$ cat src/rtl/bouncing_box_renderer.sv
// Pixel generator placed after vga_controller: a solid box over a flat background,
// moved once per frame during vertical blank and recoloured on every edge bounce.
module bouncing_box_renderer #(
  parameter int unsigned H_ACTIVE = 800,
  parameter int unsigned V_ACTIVE = 600,
  parameter int unsigned BOX_W    = 32,
  parameter int unsigned BOX_H    = 32,
  parameter int unsigned SPEED_X  = 2,
  parameter int unsigned SPEED_Y  = 1,
  parameter logic [7:0]  BG_COLOR = 8'b000_000_01
) (
  input  logic        i_pix_clk,
  input  logic        i_reset_n,
  input  logic        i_enable,
  input  logic [15:0] i_horz_coord,
  input  logic [15:0] i_vert_coord,
  input  logic        i_in_active_area,
  input  logic        i_vert_blank,
  output logic [2:0]  o_red,
  output logic [2:0]  o_green,
  output logic [1:0]  o_blue,
  output logic        o_frame_tick,
  output logic [7:0]  o_bounce_count
);

  localparam logic [15:0] X_MAX = 16'(H_ACTIVE - BOX_W);
  localparam logic [15:0] Y_MAX = 16'(V_ACTIVE - BOX_H);
  localparam logic [15:0] STEP_X = 16'(SPEED_X);
  localparam logic [15:0] STEP_Y = 16'(SPEED_Y);
  localparam logic [15:0] SIZE_X = 16'(BOX_W);
  localparam logic [15:0] SIZE_Y = 16'(BOX_H);

  typedef enum logic {
    DIR_INC,
    DIR_DEC
  } dir_t;

  logic        r_blank_prev;
  logic        r_frame_tick;
  logic [15:0] r_box_x;
  logic [15:0] r_box_y;
  dir_t        r_dir_x;
  dir_t        r_dir_y;
  logic [2:0]  r_color;
  logic [7:0]  r_bounce_count;
  logic [2:0]  r_red;
  logic [2:0]  r_green;
  logic [1:0]  r_blue;

  logic        w_tick;
  logic [15:0] w_next_x;
  logic [15:0] w_next_y;
  dir_t        w_next_dir_x;
  dir_t        w_next_dir_y;
  logic        w_bounce_x;
  logic        w_bounce_y;
  logic [2:0]  w_next_color;
  logic        w_inside;
  logic [7:0]  w_box_rgb;

  assign w_tick = i_vert_blank & ~r_blank_prev;

  // Each axis clamps to its limit and reverses on reaching or overshooting it.
  always_comb begin
    w_next_x     = r_box_x;
    w_next_dir_x = r_dir_x;
    w_bounce_x   = 1'b0;
    if (r_dir_x == DIR_INC) begin
      if (r_box_x + STEP_X >= X_MAX) begin
        w_next_x     = X_MAX;
        w_next_dir_x = DIR_DEC;
        w_bounce_x   = 1'b1;
      end else begin
        w_next_x = r_box_x + STEP_X;
      end
    end else begin
      if (r_box_x <= STEP_X) begin
        w_next_x     = '0;
        w_next_dir_x = DIR_INC;
        w_bounce_x   = 1'b1;
      end else begin
        w_next_x = r_box_x - STEP_X;
      end
    end
  end

  always_comb begin
    w_next_y     = r_box_y;
    w_next_dir_y = r_dir_y;
    w_bounce_y   = 1'b0;
    if (r_dir_y == DIR_INC) begin
      if (r_box_y + STEP_Y >= Y_MAX) begin
        w_next_y     = Y_MAX;
        w_next_dir_y = DIR_DEC;
        w_bounce_y   = 1'b1;
      end else begin
        w_next_y = r_box_y + STEP_Y;
      end
    end else begin
      if (r_box_y <= STEP_Y) begin
        w_next_y     = '0;
        w_next_dir_y = DIR_INC;
        w_bounce_y   = 1'b1;
      end else begin
        w_next_y = r_box_y - STEP_Y;
      end
    end
  end

  // Colour index cycles 1..7 so the box is never black.
  assign w_next_color = (r_color == 3'd7) ? 3'd1 : r_color + 3'd1;

  always_ff @(posedge i_pix_clk or negedge i_reset_n) begin
    if (!i_reset_n) begin
      r_blank_prev   <= 1'b1;
      r_frame_tick   <= 1'b0;
      r_box_x        <= '0;
      r_box_y        <= '0;
      r_dir_x        <= DIR_INC;
      r_dir_y        <= DIR_INC;
      r_color        <= 3'd7;
      r_bounce_count <= '0;
    end else begin
      r_blank_prev <= i_vert_blank;
      r_frame_tick <= w_tick;
      if (w_tick && i_enable) begin
        r_box_x <= w_next_x;
        r_box_y <= w_next_y;
        r_dir_x <= w_next_dir_x;
        r_dir_y <= w_next_dir_y;
        if (w_bounce_x || w_bounce_y) begin
          r_color        <= w_next_color;
          r_bounce_count <= r_bounce_count + 8'd1;
        end
      end
    end
  end

  assign w_inside = (i_horz_coord >= r_box_x) && (i_horz_coord < r_box_x + SIZE_X) &&
                    (i_vert_coord >= r_box_y) && (i_vert_coord < r_box_y + SIZE_Y);

  assign w_box_rgb = {{3{r_color[0]}}, {3{r_color[1]}}, {2{r_color[2]}}};

  always_ff @(posedge i_pix_clk or negedge i_reset_n) begin
    if (!i_reset_n) begin
      r_red   <= '0;
      r_green <= '0;
      r_blue  <= '0;
    end else if (!i_in_active_area) begin
      r_red   <= '0;
      r_green <= '0;
      r_blue  <= '0;
    end else if (w_inside) begin
      {r_red, r_green, r_blue} <= w_box_rgb;
    end else begin
      {r_red, r_green, r_blue} <= BG_COLOR;
    end
  end

  assign o_red          = r_red;
  assign o_green        = r_green;
  assign o_blue         = r_blue;
  assign o_frame_tick   = r_frame_tick;
  assign o_bounce_count = r_bounce_count;

endmodule

$ cat config.mk
export PLATFORM = sky130hd
export DESIGN_NAME = bouncing_box_renderer
export DESIGN_NICKNAME = d
export VERILOG_FILES = /design/src/rtl/bouncing_box_renderer.sv
export SDC_FILE = /design/constraint.sdc
export NUM_CORES = 1
export LEC_CHECK = 0
export ABC_AREA = 1
export BUFFER_PORTS_ARGS = -buffer_cell sky130_fd_sc_hd__buf_2
export CORE_MARGIN = 2
export CORE_UTILIZATION = 44
export CTS_CLUSTER_SIZE = 20
export DETAILED_ROUTE_END_ITERATION = 10
export GPL_ROUTABILITY_DRIVEN = 0
export SYNTH_ARGS = -nofsm -noshare
export SYNTH_HDL_FRONTEND = slang
export SYNTH_SLANG_ARGS = --single-unit
$ cat constraint.sdc
create_clock -name i_pix_clk -period 2.3 [get_ports i_pix_clk]
set_input_delay 0.115 -clock i_pix_clk [delete_from_list [all_inputs] [get_ports i_pix_clk]]
set_output_delay 0.115 -clock i_pix_clk [all_outputs]
set_load 0.005 [all_outputs]
Word-level counts from Yosys, hierarchy flattened
Cells that the tools add are included.
W data, S select, Z words.
{"block": "op_classes", "n_addsub": 8, "multipliers": 0, "n_div": 0, "magnitude_cmp": 8, "n_eq_ne": 1, "shifts": 0, "mux": 23, "n_bitwise": 2, "n_reduce_logical": 6}
{"cell": "$mux W16", "n": 6}
{"cell": "$add A16 B6 Y16 const B", "n": 2}
{"cell": "$ge A16 B10 Y1 const B", "n": 2}
{"cell": "$ge A16 B16 Y1", "n": 2}
{"cell": "$lt A16 B16 Y1", "n": 2}
{"cell": "$add A16 B1 Y16 const B", "n": 1}
{"cell": "$add A16 B2 Y16 const B", "n": 1}
{"cell": "$le A16 B1 Y1 const B", "n": 1}
{"cell": "$le A16 B2 Y1 const B", "n": 1}
{"cell": "$sub A16 B1 Y16 const B", "n": 1}
{"cell": "$sub A16 B2 Y16 const B", "n": 1}
{"cell": "$mux W3", "n": 5}
{"cell": "$mux W1", "n": 10}
{"cell": "$add A8 B1 Y8 const B", "n": 1}
{"cell": "$logic_and A1 B1 Y1", "n": 4}
{"cell": "$mux W2", "n": 2}
{"cell": "$add A3 B1 Y3 const B", "n": 1}
{"cell": "$eq A3 B3 Y1 const B", "n": 1}
{"cell": "$reduce_and A2 Y1", "n": 1}
{"cell": "$and A1 B1 Y1", "n": 1}
{"cell": "$logic_or A1 B1 Y1", "n": 1}
{"cell": "$not A1 Y1", "n": 1}
{"block": "totals", "reg_bits": 55, "latch_bits": 0, "ramBits": 0, "rom_bits": 0, "input_bits": 37, "output_inout_bits": 17, "elab_cells": 59, "mem_count": 0}

Logic depth before layout (Yosys ltp)
Gate-level depths: netlist of the first run.
{"block": "depth", "word_depth": 7, "ltp_mapped": 17, "depth_no_buf": 16}

Least setup slack after synthesis of the first run
OpenSTA, ideal clock, no wires.
{"block": "synth_timing", "path_kind": "register to register", "from": "reg r_box_y[5]", "to": "reg r_blue[0] (netlist: o_blue[0])", "setup_time_ps": 117, "arrival_ps": 2053, "t_required_ps": 2183, "path_slack_ps": 130, "path_stages_with_launch": 16, "n_path_buf": 0, "synth_period_minus_slack_ps": 2170, "cell_sequence": "dfrtp_1 > ha_1 > nand2_1 > nor2_2 > nand2_1 > nor2_1 > nor2_1 > ha_1 > nand2_1 > inv_1 > o21ai_0 > o211ai_1 > a21oi_1 > nand3_1 > nand2_1 > nand2_1"}
{"block": "synth_via", "elab_chain_cells": 5, "word_cells_on_any_way": 7, "cone_classes": "add/sub: 1; order compare: 2; mux: 2; reduce/logical: 2"}
{"item": "from (decl)", "line_no": "41", "rtl": "logic [15:0] r_box_y;"}
{"item": "from (signal assigned)", "line_no": "128", "rtl": "r_box_y <= w_next_y;"}
{"item": "$add A16 B6 Y16 or $ge A16 B16 Y1 (tied branches)", "line_no": "140", "rtl": "(i_vert_coord >= r_box_y) && (i_vert_coord < r_box_y + SIZE_Y);"}
{"item": "$lt A16 B16 Y1 or $logic_and A1 B1 Y1 (tied branches)", "line_no": "140, 139"}
{"item": "$logic_and A1 B1 Y1 (*)", "line_no": "140"}
{"item": "$mux W2 (*)", "line_no": "153", "rtl": "end else if (w_inside) begin"}
{"item": "$mux W2 (*)", "line_no": "149", "rtl": "end else if (!i_in_active_area) begin"}
{"item": "to (signal assigned)", "line_no": "154", "rtl": "{r_red, r_green, r_blue} <= w_box_rgb;"}
{"item": "to (decl)", "line_no": "48", "rtl": "logic [1:0] r_blue;"}
Every way passes the cells marked *; elsewhere a longest branch is shown, timed or not.
A chain may end at the register's enable or synchronous reset.

Worst setup path in the final report of the first run
Same ends and word-level chain as after synthesis.

==> flow_summary_export.csv, run 1 <==
group,metric,value,unit
sta,tightest_slew,0.6476,ns
floorplanning,core.rowCount,39,
critical_path,crit_fanout,4,
critical_path,crit_chain,"ha_2 -> buf_4 -> nand2_1 -> xor2_1 -> ha_1 -> a21oi_1 -> o21a_1 -> o211ai_1 -> a21oi_2 -> nand3_1 -> nand2_1 -> nand2_1",
logic_synthesis,async_flop_share,100.0,%
flow_run,maxCapViolations,0,
detailed_routing,wirelength,14.11,mm
clock_tree,cts.htree.levels,2,
logic_synthesis,syn_inst,748,
global_routing,antenna_found_initial,0,
final_layout,drive_above_1_share,22.47,%
final_layout,final_nets,971,
final_layout,fill_cells,1129,
global_routing,grt_max_degree,51,
placed_design,place_hpwl,11.39,mm
critical_path,critPathLaunch,"r_box_y[5]",
logic_synthesis,synth_area_leaders,"dfrtp_1, ha_1, nand2_1",
critical_path,critPathArrivalTime,2.50,ns
final_layout,final_cell_count_no_fill,1011,
detailed_routing,remaining_drc_errors,0,
sta,hold_ws,0.05631,ns
clock_tree,clock_sinks,50,
logic_synthesis,syn_nets,852,
global_routing,gr-total-overflow,0,
critical_path,r2r_setup_slack,-0.009,ns
clock_tree,numCtsBuffers,5,
sta,setup_ws,-0.009057,ns
clock_tree,clkSlewWorstSetupHoldPaths,0.07,ns
global_routing,grt_pass1_vias,5066,
clock_tree,clk_latency,0.29,ns
detailed_routing,antenna_left,0,
placed_design,place_inst,993,
logic_synthesis,synth.top_cell.area_share,22.33,%
clock_tree,cts_tree,"yes",
critical_path,ff2ff_path_depth,12,
logic_synthesis,synth_commonest_cells,"nand2_1, inv_1, nor2_1",
logic_synthesis,netlist_area,0.005155,mm^2
detailed_routing,firstDrtPassIters,7,
sta,fin_crit,2.309,ns
floorplanning,start_util,45.15,%
global_routing,grt_pass1_wl,23.76,mm
status,violations,"setup timing",
global_routing,grtUsageMet3,2.916,%
detailed_routing,wl_per_cell,13.95,um
global_routing,met2_usage,35.30,%
floorplanning,die_h,112.2,um
logic_synthesis,ys.flop_type,"dfrtp_1",
placed_design,dpl_cell_area,0.006022,mm^2
logic_synthesis,synth_edf_count,0,
logic_synthesis,synth_most_common_cell,"nand2_1",
critical_path,timing.rr.start,"r_box_y[5]",
status,status,"complete, but fails checks",
logic_synthesis,yosys_warnings,0,
logic_synthesis,synth.distinct_cells,40,
sta,final.setup_skew,0.009069,ns
detailed_routing,via_per_inst,5.273,
floorplanning,boundaryPins,54,
critical_path,crit_top_cell,"nand2_1",
global_routing,met1_usage,34.39,%
final_layout,syn_to_final_growth,23.54,%
clock_tree,cts_buffer_depth,2,
logic_synthesis,synth.largest_area_cell,"dfrtp_1",
detailed_routing,vias,5331,
sta,final_hold_viol_count,0,
power,ir_worst_vdd,436.1,uV
floorplanning,fp.dieArea,0.01260,mm^2
sta,finalSetupViolCount,1,
final_layout,final_core_util,55.77,%
sta,slew_violations,0,
critical_path,critPathCapture,"o_blue[0]",
floorplanning,core,0.01142,mm^2
critical_path,r2r_end,"o_blue[0]",
sta,fmax,0.4331,GHz
critical_path,crit_slowest_cell,"dfrtp_1",
logic_synthesis,ys_ff_latch,50,
critical_path,worst_path_largest_cell_delay,0.41,ns
min_path,worstHoldPathType,"in2reg",
power,power,4.813,mW
critical_path,required,2.49,ns
logic_synthesis,avgSynthCellArea,6.892,um^2
global_routing,grtUsageTotal,22.70,%
placed_design,io_buffer_count,52,
critical_path,endpoint_kind,"register",
sta,finalCritPeriodShare,100.4,%
sta,setup-tns-final,-0.009057,ns
final_layout,antenna_cells,0,
floorplanning,die-width,112.2,um
placed_design,dpl_worst_slack,-0.1963,ns
clock_tree,cts-root-buf,"clkbuf_16",
global_routing,grt-busiest-layer,"met2",
detailed_routing,drt_iter0_drc,407,
critical_path,critPathKind,"reg2reg",
sta,slew-limit-headroom,56.83,%
logic_synthesis,seq_area_frac_synth,24.37,%
final_layout,fin_area,0.006369,mm^2
critical_path,start_kind,"register",
sta,rsz0062_at_grt,"yes",
power,power_leakage,3.301,nW
power,pwr_density_cell,755.7,mW/mm^2
## flip-flops by register name, summed over array words and instances, names as in the netlist
register and flops:
o_blue 2, o_bounce_count 8, o_frame_tick 1, o_green 1
o_red 1, r_blank_prev 1, r_box_x 15, r_box_y 16
r_color 3, r_dir_x 1, r_dir_y 1
## layout by cell type, fill, tap and decap left out, types with 2 or more instances in the layout
master,n
nand2_1,176
buf_4,82
inv_1,78
ha_1,65
nand3_1,64
nor2_1,61
buf_2,52
dfrtp_1,44
a21oi_1,41
xor2_1,37
o21ai_0,29
nand4_1,25
nor2_2,14
a22oi_1,9
nor3_1,8
inv_2,6
o22ai_1,6
xnor2_1,5
nor3_2,5
nor2_4,5
o211ai_1,5
clkbuf_16,5
nand3_2,4
o21ai_1,4
dfstp_2,4
nand2_2,3
and2_1,2
o21bai_1,2
a21oi_2,2
or2_2,2
ha_2,2
dlygate4sd3_1,2
dfrtp_2,2
## where the power goes
part / internal, mW / switching, mW
clock network: 0.407 / 0.338
registers: 1.07 / 0.229
logic: 1.15 / 1.62
total: 2.63 / 2.19
## logic make-up after synthesis
group           Yosys count  synth area share (%)
flops                    50                 24.37
compound gates          105                 11.46
xor+xnor                 43                 7.306
fa+ha+maj                67                 16.26
simple gates            374                 31.63
buf+inv                 109                 8.981
## worst max-delay path: cells and delay by family (launching register included)
kind | cells | cell delay (ns)
fa+ha+maj | 2 | 0.48
simple gates | 4 | 0.33
flops | 1 | 0.41
buf+inv | 1 | 0.15
compound gates | 4 | 0.65
xor+xnor | 1 | 0.19
## repair_timing
item                                    CTS  global route
endpoints found under the hold margin    47             0
pin swaps                                 7            19
gates resized for setup                  16            24
hold buffers                              2             0
endpoints found under the setup margin    7            35
setup buffers                             3             6
## area by class of cell
class                   instances  area [um^2]  share of cell area [%]
repair buffers                137        915.9                   14.38
flip-flops and latches         50         1259                   19.76
multi-input cells             589         3557                   55.85
inverters                      84        315.3                   4.951
well taps                     143        178.9                   2.809
clock inverters                 2        13.76                  0.2161
clock buffers                   6        128.9                   2.024
## per-layer routing
layer	up-vias	routed length (um)	share of wire, %
li1	2723	-	-
met1	2446	7106	50
met2	151	6232	44
met3	11	679	4.8
met4	0	87	0.62
met5	-	0	0
## worst min path at each step
| stage | from | to | cells past startpoint |
|---|---|---|---|
| floorplan | i_reset_n | o_blue[0] | 0 |
| global placement | i_vert_blank | r_blank_prev | 1 |
| detailed placement | i_vert_blank | r_blank_prev | 1 |
| CTS | i_in_active_area | o_blue[0] | 3 |
| global route | i_in_active_area | o_blue[0] | 3 |
| finish | i_in_active_area | o_blue[0] | 3 |
No activity file was read; power rests on OpenSTA's default activity.
==> run 2: changes to the inputs <==
Settings changed: ABC_AREA 1 to 0, PLACE_DENSITY from default to 0.65.
==> flow_summary_export.csv, run 2 <==
group,metric,value,unit
status,status,"complete, but fails checks",
status,violations,"setup timing",
clock_tree,numCtsBuffers,5,
detailed_routing,via_per_inst,5.850,
global_routing,grt_pass1_wl,24.32,mm
floorplanning,die_h,109.4,um
floorplanning,core.rowCount,38,
sta,setup-tns-final,-8.407,ns
final_layout,regMostFlops,"r_box_y",
flow_run,maxCapViolations,0,
power,ir_worst_vdd,654.3,uV
floorplanning,start_util,45.08,%
power,pwr_density_cell,1171,mW/mm^2
final_layout,register_area,0.001257,mm^2
clock_tree,cts.htree.levels,2,
floorplanning,die-width,109.4,um
global_routing,gr-total-overflow,0,
critical_path,endpoint_kind,"register",
detailed_routing,vias,5294,
min_path,worstHoldPathType,"in2reg",
floorplanning,core,0.01084,mm^2
final_layout,largest_reg_flops,16,
logic_synthesis,seq_area_frac_synth,25.70,%
sta,finalSetupViolCount,42,
detailed_routing,wl_per_cell,17.14,um
clock_tree,clock_sinks,50,
final_layout,final_core_util,65.41,%
logic_synthesis,synth_most_common_cell,"ha_1",
global_routing,grtUsageTotal,25.38,%
logic_synthesis,syn_inst,585,
final_layout,syn_to_final_growth,45.08,%
final_layout,fill_cells,914,
sta,slew-limit-headroom,54.78,%
global_routing,grt_pass1_vias,5214,
final_layout,drive_above_1_share,39.48,%
sta,fin_crit,2.778,ns
detailed_routing,antenna_left,0,
logic_synthesis,netlist_area,0.004887,mm^2
logic_synthesis,avgSynthCellArea,8.354,um^2
logic_synthesis,synth.top_cell.area_share,23.55,%
floorplanning,boundaryPins,54,
sta,fmax,0.3600,GHz
critical_path,critPathArrivalTime,3.04,ns
clock_tree,cts_tree,"yes",
critical_path,required,2.56,ns
clock_tree,clk_latency,0.32,ns
critical_path,start_kind,"register",
critical_path,timing.rr.start,"r_box_y[6]",
sta,tightest_slew,0.6783,ns
clock_tree,clkSlewWorstSetupHoldPaths,0.11,ns
sta,finalCritPeriodShare,120.8,%
logic_synthesis,synth_commonest_cells,"ha_1, dfrtp_1, inv_1",
detailed_routing,drt_iter0_drc,271,
min_path,min_from,"i_in_active_area",
final_layout,layout_common_cells,"buf_4, ha_1, buf_2",
clock_tree,cts_buffer_depth,2,
floorplanning,fp.dieArea,0.01197,mm^2
sta,rsz0062_at_grt,"yes",
logic_synthesis,syn_nets,689,
logic_synthesis,synth_area_leaders,"dfrtp_1, ha_1, xnor2_1",
sta,setup_ws,-0.4780,ns
placed_design,io_buffer_count,52,
sta,final.setup_skew,0.01660,ns
placed_design,dpl_worst_slack,-0.5916,ns
detailed_routing,firstDrtPassIters,5,
clock_tree,cts-root-buf,"clkbuf_8",
critical_path,crit_fanout,4,
final_layout,antenna_cells,0,
logic_synthesis,ys.flop_type,"dfrtp_1",
final_layout,final_nets,868,
logic_synthesis,ys_ff_latch,50,
final_layout,multi_input_area,0.003795,mm^2
global_routing,antenna_found_initial,0,
critical_path,critPathKind,"reg2reg",
final_layout,layout_commonest_cell,"buf_4",
power,power_leakage,3.128,nW
logic_synthesis,yosys_warnings,0,
sta,slew_violations,0,
placed_design,place_hpwl,11.41,mm
logic_synthesis,async_flop_share,100.0,%
critical_path,critPathLaunch,"r_box_y[6]",
detailed_routing,wirelength,15.51,mm
detailed_routing,remaining_drc_errors,0,
logic_synthesis,synth.largest_area_cell,"dfrtp_1",
sta,final_hold_viol_count,0,
global_routing,grt_max_degree,51,
logic_synthesis,synth_edf_count,0,
logic_synthesis,synth.distinct_cells,64,
-- run 2: changes by cell type after synthesis, sizes merged, moves of 8 or more --
| cell | before | now |
|---|---|---|
| inv | 84 | 44 |
| a31oi | 1 | 11 |
| clkbuf | 7 | 15 |
| xor2 | 38 | 5 |
| xnor2 | 5 | 26 |
| nand2 | 180 | 35 |
| and3 | 0 | 12 |
| o21ai | 34 | 46 |
| nand3 | 68 | 25 |
| nor2 | 80 | 34 |
| o31ai | 1 | 10 |
-- run 2: path summary, 6_finish.rpt --
path | endpoint | slack, ns | cells past startpoint
max in group asynchronous | r_box_x[5] | 1.36 | 3
min reg2reg | o_bounce_count[7] | 0.48 | 1
min | o_blue[0] | 0.06 | 2
max reg2reg | o_red[1] | -0.48 | 14
min in group asynchronous | o_green[1] | 0.44 | 3
max | o_red[1] | -0.48 | 14
-- run 2: through the flow --
stage,cells,instance area (um^2),hold WS (ns),power [mW]
2_1_floorplan,585,5037,-0.1806,4.341
3_3_place_gp,871,6280,0.2321,6.176
3_5_place_dp,871,6280,0.2333,6.349
4_1_cts,891,6705,0.05277,7.642
5_1_grt,905,7091,0.06802,8.891
6_report,905,7091,0.06016,8.306
-- run 2: cell families after synthesis --
logic type	Yosys count	share of synthesized area [%]
muxes	8	1.741
DFF	50	25.70
xor gates and xnor gates	31	5.556
AOI/OAI and AO/OA	171	23.84
buffers and inverters	79	6.682
and+or+nand+nor	179	19.33
adders and majority gates	67	17.15
-- run 2: what timing repair did --
action                                 in CTS  in global routing
hold buffers                                2                  0
resized for setup                          56                 66
setup endpoints to repair                  46                 48
cloned                                      1                  0
pin swaps                                  22                 16
endpoints found under the hold margin      47                  0
buffers inserted                           10                 15
-- run 2: layout make-up --
class | instances | area share (%)
Multi-Input combinational cell | 456 | 53.52
Clock buffer | 6 | 1.165
Inverter | 46 | 2.470
Tap cell | 140 | 2.470
Sequential cell | 50 | 17.73
Clock inverter | 2 | 0.5470
Timing Repair Buffer | 205 | 22.09
-- run 2: critical path: stages (launching register included) --
cell       delay (ns)
dfrtp_1          0.40
ha_2             0.19
and3_4           0.17
and2_4           0.15
and3_4           0.18
xnor2_2          0.12
ha_2             0.16
a21o_1           0.16
a211oi_2         0.20
nand3_1          0.12
nor3_2           0.22
o31ai_2          0.10
a2111oi_2        0.20
buf_4            0.19
and3_1           0.15
-- run 2: report_power, final --
group / switching (mW) / internal [mW] / total [mW]
Clock: 0.331 / 0.359 / 0.689
Sequential: 0.345 / 1.19 / 1.53
Combinational: 3.09 / 2.99 / 6.08
-- run 2: metal layers --
| metal | vias up | share of wire (%) | GRT usage (%) |
|---|---|---|---|
| li1 | 2521 | - | - |
| met1 | 2524 | 41 | 30.87 |
| met2 | 190 | 51 | 45.28 |
| met3 | 59 | 4.6 | 2.905 |
| met4 | 0 | 3.8 | 10.49 |
| met5 | - | 0 | 0 |
